**config.mk**
```make
export PLATFORM = sky130hd
export DESIGN_NAME = four_down_counter
export DESIGN_NICKNAME = d
export VERILOG_FILES = /design/src/rtl/four_down_counter.sv
export SDC_FILE = /design/constraint.sdc
export NUM_CORES = 1
export LEC_CHECK = 0
export ABC_AREA = 1
export BUFFER_PORTS_ARGS = -buffer_cell sky130_fd_sc_hd__buf_2
export CAP_MARGIN = 5
export CORE_AREA = 4 4 41 43
export DETAILED_ROUTE_END_ITERATION = 10
export DIE_AREA = 0 0 45 47
export PLACE_DENSITY_LB_ADDON = 0.1
export SLEW_MARGIN = 10
export SYNTH_ARGS = -nofsm -noshare
export SYNTH_HDL_FRONTEND = slang
export SYNTH_SLANG_ARGS = --single-unit
```
**constraint.sdc**
```tcl
create_clock -name clock -period 1.1 [get_ports clock]
set_input_delay 0.22 -clock clock [delete_from_list [all_inputs] [get_ports clock]]
set_output_delay 0.22 -clock clock [all_outputs]
set_load 0.01 [all_outputs]
```
**src/rtl/four_down_counter.sv**
```systemverilog
// Loadable 4-bit down counter with a two-state IDLE/RUN controller and underflow borrow pulse.
// Latency: q, borrow and busy update one clock after load/enable; zero is decoded combinationally from q.
// No backpressure: load and enable are sampled every cycle. Define FOUR_DOWN_COUNTER_AUTORELOAD_EN to reload on underflow.
module four_down_counter #(
    parameter logic [3:0] RESET_VAL = 4'h0
) (
    input  logic       clock,
    input  logic       clear_n,
    input  logic       load,
    input  logic [3:0] din,
    input  logic       enable,
    output logic [3:0] q,
    output logic       zero,
    output logic       borrow,
    output logic       busy
);

    typedef enum logic {
        IDLE = 1'b0,
        RUN  = 1'b1
    } state_t;

    state_t     state;
    state_t     state_nxt;
    logic [3:0] q_nxt;
    logic       borrow_nxt;

`ifdef FOUR_DOWN_COUNTER_AUTORELOAD_EN
    logic [3:0] reload;
    logic [3:0] reload_nxt;
`endif

    // Load wins over enable; enable only counts once the first load has moved us into RUN.
    always_comb begin
        state_nxt  = state;
        q_nxt      = q;
        borrow_nxt = 1'b0;
`ifdef FOUR_DOWN_COUNTER_AUTORELOAD_EN
        reload_nxt = reload;
`endif
        if (load) begin
            q_nxt     = din;
            state_nxt = RUN;
`ifdef FOUR_DOWN_COUNTER_AUTORELOAD_EN
            reload_nxt = din;
`endif
        end else if ((state == RUN) && enable) begin
            if (q == 4'h0) begin
                borrow_nxt = 1'b1;
`ifdef FOUR_DOWN_COUNTER_AUTORELOAD_EN
                q_nxt = reload;
`else
                q_nxt = 4'hF;
`endif
            end else begin
                q_nxt = q - 4'h1;
            end
        end
    end

    always_ff @(posedge clock or negedge clear_n) begin
        if (!clear_n) begin
            state  <= IDLE;
            q      <= RESET_VAL;
            borrow <= 1'b0;
        end else begin
            state  <= state_nxt;
            q      <= q_nxt;
            borrow <= borrow_nxt;
        end
    end

`ifdef FOUR_DOWN_COUNTER_AUTORELOAD_EN
    always_ff @(posedge clock or negedge clear_n) begin
        if (!clear_n) begin
            reload <= RESET_VAL;
        end else begin
            reload <= reload_nxt;
        end
    end
`endif

    assign zero = (q == 4'h0);
    assign busy = (state == RUN);

endmodule

```
==> results.md, run 1 <==
* Synth area leaders: dfrtp_1, nand2_1, nand3_1
* Clock sinks at 6
* Sequential area share after synthesis at 0.476
* Least-Margin Pin Slew at between 150 and 200 ps
* Die height at 47 um
* Aggregate global-route resource usage at 0.0903
* Final Non-Filler Cells at 83
* CTS tree: yes
* Vias in the first global route at approximately 330
* Fin crit share at 1.19
* Total grt overflow at 0
* Synth Warn # at 0
* CTS root buf: clkbuf_4
* CP Launch Type: register
* Vias post-DR at 345
* Port Buffers at 14
* Largest net degree at the start of global routing at 8
* Max-slew violation count at 0
* Leakage at 0.000287 uW
* Die Width at 45 um
* First-pass GRT wire length at 1290 um
* Final Hold Viols at 0
* Placed cell count at 76
* N_diodes at 0
* Skew-Pair Late Insertion Delay at 250 ps
* Number of remaining DRC errors at 0
* Synthesized Nets at 51
* Arrival @ worst endpoint at between 1000 and 1500 ps
* RSZ-0062 raised after global routing: yes
* Nets@finish at 79
* Failing checks: negative setup slack
* Total Neg Setup Slack at -209 ps
* Vias/cell at between 4 and 5
* Setup slack, reg-to-reg at 20 ps
* DRT Pass-1 Iters at 2
* CTS clock-pin slew for the worst setup and hold paths at 40 ps
* Crit Path Class: register to output pin
* GPL Wtd Cong at 0.658
* ANT nets after route at 0
* Cell Pwr Density at 1350 nW/um^2
* Mapped Cells at between 40 and 50
* Drt total wl at 826 um
* # IOs at 15
* WHS Endpoint: q[2]
* Share of the synthesized area in the top cell type at 0.476
* Hold Path Class: primary input to register
* Hold Slack at approximately 190 ps
* Area delta synth->final at 67.9%
* Initial core utilization at 0.242
* Crit path cell chain: inv_2 -> ha_4 -> nand2_2 -> nor2_2 -> buf_2
* Die area at approximately 2100 um^2
* Slowest-stage cell, CP: dfrtp_1
* WHS Path Cells at 3
* DP HPWL at about 630 um
* Routed wire length per instance at 9.95 um
* # rows at 13
* Worst rel slew slack at 0.882
* Layout cells sized above 1 at 0.485
* Status: finished with violations
* Clock Tree Buf Depth at 2
* Synthesis-stage register bit count at 6
* F_max at 0.764 GHz
* Post-synth cell types at 12
* Post-synthesis area per instance at 7.51 um^2
* R2r startpoint: q[1]
* Peak supply drop at 0.784 mV
* Worst r2r path cells at 9
* Synth area leader: dfrtp_1
* Worst R2R End: q[3]
* Setup crit end kind: output pin
* Max Cap Viol at 0
* Initial antenna violation count at 0
* Setup Skew at 1.64 ps
* Worst Setup Slack, final at -208 ps
* Min Clock Period, post-route at 1310 ps
* HP Start: din[2]
* Worst-path maximum fanout at 2
* Htree depth at 1
* Max incr delay on CP at 380 ps
* Synthesized area at 315 um^2
* Critical Path RT at 880 ps
* Finish-stage setup viols at 2
* DRT iter0 DRCs at 1
* Core area at around 1300 um^2
* Tot Pwr at slightly above 700 uW
* Num CTS Buffers at 3
==> flip-flops by register name (all words and copies together), names as in the netlist <==
| signal | flops |
|---|---|
| borrow | 1 |
| busy | 1 |
| q | 4 |
==> cell usage in the layout, fill, tap and decap left out <==
cell type / instances
nor2_2: 1
o21ai_1: 3
nand2_2: 3
nand3_1: 6
buf_6: 2
buf_2: 12
dfrtp_1: 6
dlygate4sd3_1: 1
inv_1: 4
ha_4: 1
nand2_1: 9
a21oi_1: 1
inv_2: 3
o211ai_1: 1
buf_4: 8
nor2_1: 3
clkbuf_4: 3
or2_1: 1
==> logic make-up (layout without fill, tap and decap cells) <==
family | Yosys count | in the layout | synth area share
DFF | 6 | 6 | 0.476
AOI/OAI and AO/OA | 5 | 5 | 0.0873
buffers and inverters | 7 | 33 | 0.0833
and+or+nand+nor | 23 | 23 | 0.314
adders and majority gates | 1 | 1 | 0.0397
==> synth_stat cells <==
| master | instances |
|---|---|
| a21oi_1 | 1 |
| ha_1 | 1 |
| o211ai_1 | 1 |
| o21ai_1 | 3 |
| inv_1 | 6 |
| inv_2 | 1 |
| or2_1 | 1 |
| nand2_2 | 1 |
| nand2_1 | 11 |
| nand3_1 | 6 |
| nor2_1 | 4 |
| dfrtp_1 | 6 |
==> what timing repair did <==
item,4_1_cts,5_1_grt
endpoints found under the hold margin,6,0
pin swaps,1,0
endpoints found under the setup margin,3,4
hold buffers,1,0
resized for setup,5,1
setup buffers,2,1
==> critical path: cells and delay by family, from the launching register on <==
kind                     cells  cell delay [ps]
buffers and inverters        2              210
adder cells (fa/ha/maj)      1              140
flip-flops                   1              380
AND/OR/NAND/NOR              2              110
==> how the worst max path moves through the flow <==
| stage | startpoint | to | depth (start not counted) |
|---|---|---|---|
| detailed placement | q[1] | zero | 5 |
| floorplan | q[0] | zero | 4 |
| global route | q[1] | zero | 5 |
| finish | q[1] | zero | 5 |
| global placement | q[1] | zero | 5 |
| CTS | q[1] | zero | 5 |
==> through the flow <==
stage,utilization,setup WS (ps),area (um^2)
floorplan,-,14.2,320
global placement,0.343,-5.25,447
detailed placement,0.343,-4.11,447
CTS,0.399,-211,519
global route,0.407,-270,529
finish,0.407,-208,529
==> layer usage <==
layer  vias to the layer above  part of all wire  global-route usage
met1                       145              0.42              0.0915
met4                         0                 0              0.0351
li1                        188                 -                   -
met5                         -                 0                   0
met2                        12              0.47               0.147
met3                         0              0.11              0.0613
==> area by class of cell <==
type	count	area (um^2)
timing repair buffer	23	153
tap	15	18.8
multi-input combinational	29	159
fill	149	772
clock buffer	3	22.5
inverter	7	26.3
sequential	6	150
==> where the power goes <==
part	switching, uW	internal, uW	leakage (uW)	total (uW)
Sequential	20.9	244	0.0000694	265
Combinational	114	134	0.000204	247
Clock	78.0	123	0.0000138	201
Total	213	501	0.000287	713
Power figures use the tool's default switching activity.
==> run 2: changes to the inputs <==
- REMOVE_ABC_BUFFERS: default -> 1
- SLEW_MARGIN: 10 -> default
==> run 2 against run 1 <==
Net effect: the run still ends with negative setup slack left; highest routed layer is now met4; final area is 1.7% higher; worst hold slack better by 4.4 ps; first-iteration DRC count grew to 5.0 times the previous value; largest power group unchanged; worst setup slack worse by 3.9 ps; combinational power is 2% higher; final cell count is 1.2% lower; die area stayed put; via count is 1.7% higher; flip-flop and latch count stayed put; count of clock-buffer cells in the layout stayed put; total power is 0.24% higher.
==> results.md, run 2 (same netlist as run 1, synthesis figures left out) <==
* CTS clock-pin slew for the worst setup and hold paths at 40 ps (about the same)
* Finish-stage setup viols at 3 (+1)
* Routed wire length per instance at 9.95 um (about the same)
* ANT nets after route at 0 (unchanged)
* Worst Setup Slack, final at -212 ps (-3.90 ps)
* Seq pwr share at 0.371 (about the same)
* Pint at 499 uW (-0.26%)
* Sw Share at 0.302 (+0.00347)
* Hold Path Class: primary input to register
* Setup crit end kind: output pin
* Placed cell count at 75 (-1.3%)
* # rows at 13 (unchanged)
* DRT iter0 DRCs at 5 (+4)
* Clock Tree Buf Depth at 2 (unchanged)
* Critical Path RT at 880 ps (about the same)
* Final instance area at 538 um^2 (+1.7%)
* Max reg flops at 4 (unchanged)
* Port Buffers at 14 (unchanged)
* DRT Pass-1 Iters at 2 (unchanged)
* Peak supply drop at 0.739 mV (-5.6%)
* Htree depth at 1 (unchanged)
* Die height at 47 um (unchanged)
* Vias post-DR at 351 (+1.7%)
* Die area at 2120 um^2 (unchanged)
* Core area at 1300 um^2 (unchanged)
* Nets@finish at 78 (-1.3%)
* CTS root buf: clkbuf_4
* Die Width at 45 um (unchanged)
* Status: finished with violations
* Hold Slack at 192 ps (+4.42 ps)
* DP HPWL at 632 um (+0.67%)
* Least-Margin Pin Slew at 174 ps (-3.33 ps)
* Min Clock Period, post-route at 1310 ps (+3.90 ps)
* First-pass GRT wire length at 1290 um (unchanged)
* Vias/cell at 4.28 (+3.0%)
* Setup Skew at 0.0397 ps (-1.60 ps)
* Vias in the first global route at 341 (+2.4%)
* Worst rel slew slack at 0.884 (+0.00222)
* Gate power share at 0.351 (+0.004)
* Num CTS Buffers at 3 (unchanged)
* Top Layer Used: met4
* CP Launch Type: register
* N_diodes at 0 (unchanged)
* # IOs at 15 (unchanged)
* Tot Pwr at 715 uW (+0.24%)
* Most common cell after layout, fill and taps aside: buf_2
* RSZ-0062 raised after global routing: yes
* Final Hold Viols at 0 (unchanged)
* Drt total wl at 816 um (-1.2%)
* F_max at 0.762 GHz (-0.30%)
* Arrival @ worst endpoint at 1090 ps (about the same)
* Switching power at 216 uW (+1.4%)
* Area delta synth->final at 70.6%
* Total Neg Setup Slack at -307 ps (-97.9 ps)
* Metal-1 WL at 375 um (+7.4%)
* Max-slew violation count at 0 (unchanged)
* Most frequent cells in the layout: buf_2, nand2_1, nand3_1, dfrtp_1, buf_4
* Met3 WL at 67 um (-24%)
* Initial core utilization at 0.242 (unchanged)
* Max Cap Viol at 0 (unchanged)
* Fin crit share at 1.19 (+0.00354)
* Layout cells sized above 1 at 0.493 (+0.00724)
* Number of remaining DRC errors at 0 (unchanged)
* CTS tree: yes
* Clock sinks at 6 (unchanged)
* GPL Wtd Cong at 0.713 (+8.4%)
* Initial antenna violation count at 0 (unchanged)
* DR WL met2 at 367 um (-5.4%)
* Skew-Pair Late Insertion Delay at 240 ps (about the same)
* Aggregate global-route resource usage at 0.0897 (-0.000579)
* Top reg by flops: q
* Final Non-Filler Cells at 82 (-1.2%)
* Leakage at 0.000291 uW (+1.3%)
* Failing checks: negative setup slack
* Cell Pwr Density at 1330 nW/um^2 (-1.4%)
* Clock share of power at 0.278 (-0.004)
* Largest net degree at the start of global routing at 8 (unchanged)
* Crit Path Class: register to output pin
* Total grt overflow at 0 (unchanged)
* Worst-path maximum fanout at 2 (unchanged)
* Placement Cell Area at 434 um^2 (-2.8%)
==> run 2: layout make-up <==
type                       instances  area, um^2
clock buffer                       3        22.5
fill                             147         763
inverter                           7        26.3
multi-input combinational         29         171
sequential                         6         150
tap                               15        18.8
timing repair buffer              22         149
==> run 2: path summary, 6_finish.rpt <==
check | from | endpoint | slack [ps] | cells past startpoint
worst max-delay path | q[0] | zero | -210 | 5
worst min-delay path | din[2] | q[2] | 190 | 3
worst max register to register | q[1] | q[3] | 10 | 9
worst min register to register | q[3] | borrow | 510 | 1
max in group asynchronous | clear_n | q[0] | 630 | 2
min in group asynchronous | clear_n | q[2] | 330 | 2
==> run 2: critical path, stage by stage (launching register included) <==
cell and delay [ps]:
dfrtp_1 380, inv_2 80, ha_4 150, nand2_4 50, nor2_1 70, buf_2 130
==> run 2: timing repair <==
item	4_1_cts	5_1_grt
hold buffers	1	0
cloned	0	0
buffers inserted	1	3
setup endpoints to repair	2	4
gates resized for setup	8	5
hold endpoints to repair	6	0
pin swaps	0	2
==> run 2: layer usage <==
layer  GRT usage  vias up
met4      0.0175        0
met1      0.0922      154
met2       0.147       12
met5           0        -
met3      0.0690        2
li1            -      183
==> run 2: metrics by stage <==
stage,setup slack [ps],util
floorplan,-46.9,-
global placement,-1.47,0.334
detailed placement,0.0934,0.334
CTS,-219,0.388
global route,-299,0.413
finish,-212,0.413
==> run 2: power by group through the flow <==
stage / Clock [uW] / Sequential (uW) / Combinational (uW)
floorplan: 0 / 276 / 77.7
global placement: 0 / 265 / 178
detailed placement: 0 / 266 / 177
CTS: 208 / 264 / 219
global route: 232 / 271 / 282
finish: 199 / 265 / 251
==> run 3: changes to the inputs <==
- PLACE_DENSITY_LB_ADDON: 0.1 -> 0.25
==> run 3 against run 2 <==
Net effect: the flow still finishes with violations (negative setup slack); die area unchanged; flip-flop and latch count unchanged; clock skew up 1.7 ps; critical path type unchanged; total power up 0.70%; final area up 1.2%.
==> results.md, run 3 (same netlist as run 1, synthesis figures left out) <==
* Status: finished with violations
* Failing checks: negative setup slack
* Peak supply drop at 0.971 mV (+31%)
* Setup Skew at 1.71 ps (+1.67 ps)
* Total Neg Setup Slack at -409 ps (-102 ps)
* Worst Setup Slack, final at -215 ps (-2.56 ps)
* Storage element area at 151 um^2 (+0.83%)
* Nets@finish at 80 (+2.6%)
* Vias/cell at 4.18 (-2.4%)
* Worst rel slew slack at 0.886 (+0.00242)
* Min Clock Period, post-route at 1310 ps (+2.56 ps)
* Num CTS Buffers at 3 (unchanged)
* Max incr delay on CP at 380 ps (about the same)
* Multi-input gate area at 161 um^2 (-5.8%)
* CTS clock-pin slew for the worst setup and hold paths at 40 ps (about the same)
* Sw Share at 0.295 (-0.00686)
* Core area at 1300 um^2 (unchanged)
* Tot Pwr at 720 uW (+0.70%)
* Most frequent cells in the layout: buf_2, nand2_1, buf_4
* Cell family with most CP delay: flip-flops
* # IOs at 15 (unchanged)
* Worst r2r path cells at 10 (+1)
* Max-slew violation count at 0 (unchanged)
* Clock sinks at 6 (unchanged)
* # rows at 13 (unchanged)
* Die height at 47 um (unchanged)
* Clock share of power at 0.277 (about the same)
* Pint at 508 uW (+1.7%)
* Fillers at 146 (-0.68%)
* RSZ-0062 raised after global routing: yes
* Worst path bufs/invs at 2 (unchanged)
* Largest net degree at the start of global routing at 8 (unchanged)
* Total grt overflow at 0 (unchanged)
* CTS tree: yes
* Final instance area at 544 um^2 (+1.2%)
* Final Hold Viols at 0 (unchanged)
* Least-Margin Pin Slew at 170 ps (-4.26 ps)
* Vias in the first global route at 321 (-5.9%)
* Crit Path Class: register to output pin
* Hold Slack at 190 ps (-1.53 ps)
* Layout cells sized above 1 at 0.493 (about the same)
* Aggregate global-route resource usage at 0.0905 (+0.000794)
* Skew-Pair Late Insertion Delay at 240 ps (about the same)
* Area delta synth->final at 72.6%
* Port Buffers at 14 (unchanged)
* Worst R2R End: q[3]
* Routed wire length per instance at 9.40 um (-5.5%)
* DP HPWL at 627 um (-0.71%)
* Util after Layout at 0.418 (+0.00481)
* Leakage at 0.000298 uW (+2.4%)
* N_diodes at 0 (unchanged)
* Clock Tree Buf Depth at 2 (unchanged)
* Max reg flops at 4 (unchanged)
* Crit. Startpoint: q[0]
* Die area at 2120 um^2 (unchanged)
* Critical Path RT at 880 ps (about the same)
* Fin crit share at 1.20 (+0.00233)
* Cell Pwr Density at 1320 nW/um^2 (-0.45%)
* Finish-stage setup viols at 4 (+1)
* HP Start: din[2]
* Max Cap Viol at 0 (unchanged)
* Gate power share at 0.354 (+0.003)
* Initial core utilization at 0.242 (unchanged)
* Crit path cell chain: inv_2 -> ha_4 -> nand2_4 -> nor2_2 -> buf_2
* Setup crit end kind: output pin
* Arrival @ worst endpoint at 1090 ps (about the same)
* Setup slack, reg-to-reg at -100 ps (-110 ps)
* Worst-path maximum fanout at 2 (unchanged)
* CP Launch Type: register
* CTS root buf: clkbuf_4
* Seq pwr share at 0.369 (-0.002)
* F_max at 0.761 GHz (-0.19%)
* WHS Endpoint: q[2]
* ANT nets after route at 0 (unchanged)
* R2r startpoint: q[0]
* Top reg by flops: q
* Number of remaining DRC errors at 0 (unchanged)
* WHS Path Cells at 3 (unchanged)
* First-pass GRT wire length at 1290 um (unchanged)
* Htree depth at 1 (unchanged)
* Placement Cell Area at 434 um^2 (unchanged)
* Slowest-stage cell, CP: dfrtp_1
* Initial antenna violation count at 0 (unchanged)
* DRT iter0 DRCs at 1 (-4)
* Stages on the worst setup path at 5 (unchanged)
* DRT Pass-1 Iters at 3 (+1)
* Switching power at 212 uW (-1.6%)
* Hold Path Class: primary input to register
* Most common cell after layout, fill and taps aside: buf_2
* Die Width at 45 um (unchanged)
* Vias post-DR at 351 (unchanged)
* Drt total wl at 790 um (-3.2%)
* GPL Wtd Cong at 0.751 (+5.4%)
==> run 3: per-stage QoR <==
stage | instances | setup WS (ps)
after floorplan | 42 | -46.9
after global placement | 75 | -1.68
after detailed placement | 75 | -22.3
after CTS | 81 | -246
after global routing | 84 | -275
final | 84 | -215
==> run 3: worst min-delay path, cell delays in order <==
cell	delay, ps
buf_2	70
nand2_1	40
nand3_1	60
==> run 3: final cells by class <==
class / count / share of cell area
timing repair buffer: 24 / 0.301
multi-input combinational: 29 / 0.297
sequential: 6 / 0.278
inverter: 7 / 0.0483
clock buffer: 3 / 0.0414
tap: 15 / 0.0345
==> run 3: layer usage <==
layer  global-route usage  wire length, um
met1                0.108              371
met2                0.136              345
met3               0.0728               72
met4                    0                0
met5                    0                0
==> run 3: worst max path at each step <==
| stage | to | slack, ps |
|---|---|---|
| floorplan | zero | -50 |
| global placement | zero | -2 |
| detailed placement | zero | -20 |
| CTS | zero | -250 |
| global route | zero | -270 |
| finish | zero | -210 |
==> run 3: power by group through the flow <==
stage / registers (uW) / clock network (uW) / logic (uW)
final: 266 / 200 / 255
after global routing: 271 / 228 / 286
after CTS: 263 / 208 / 223
after detailed placement: 264 / 0 / 177
after global placement: 264 / 0 / 174
after floorplan: 276 / 0 / 77.7
==> run 3: what timing repair did <==
item | in CTS | in global routing
setup buffers | 2 | 4
hold buffers | 1 | 0
pin swaps | 3 | 2
endpoints found under the hold margin | 6 | 0
endpoints found under the setup margin | 2 | 5
gates resized for setup | 7 | 4
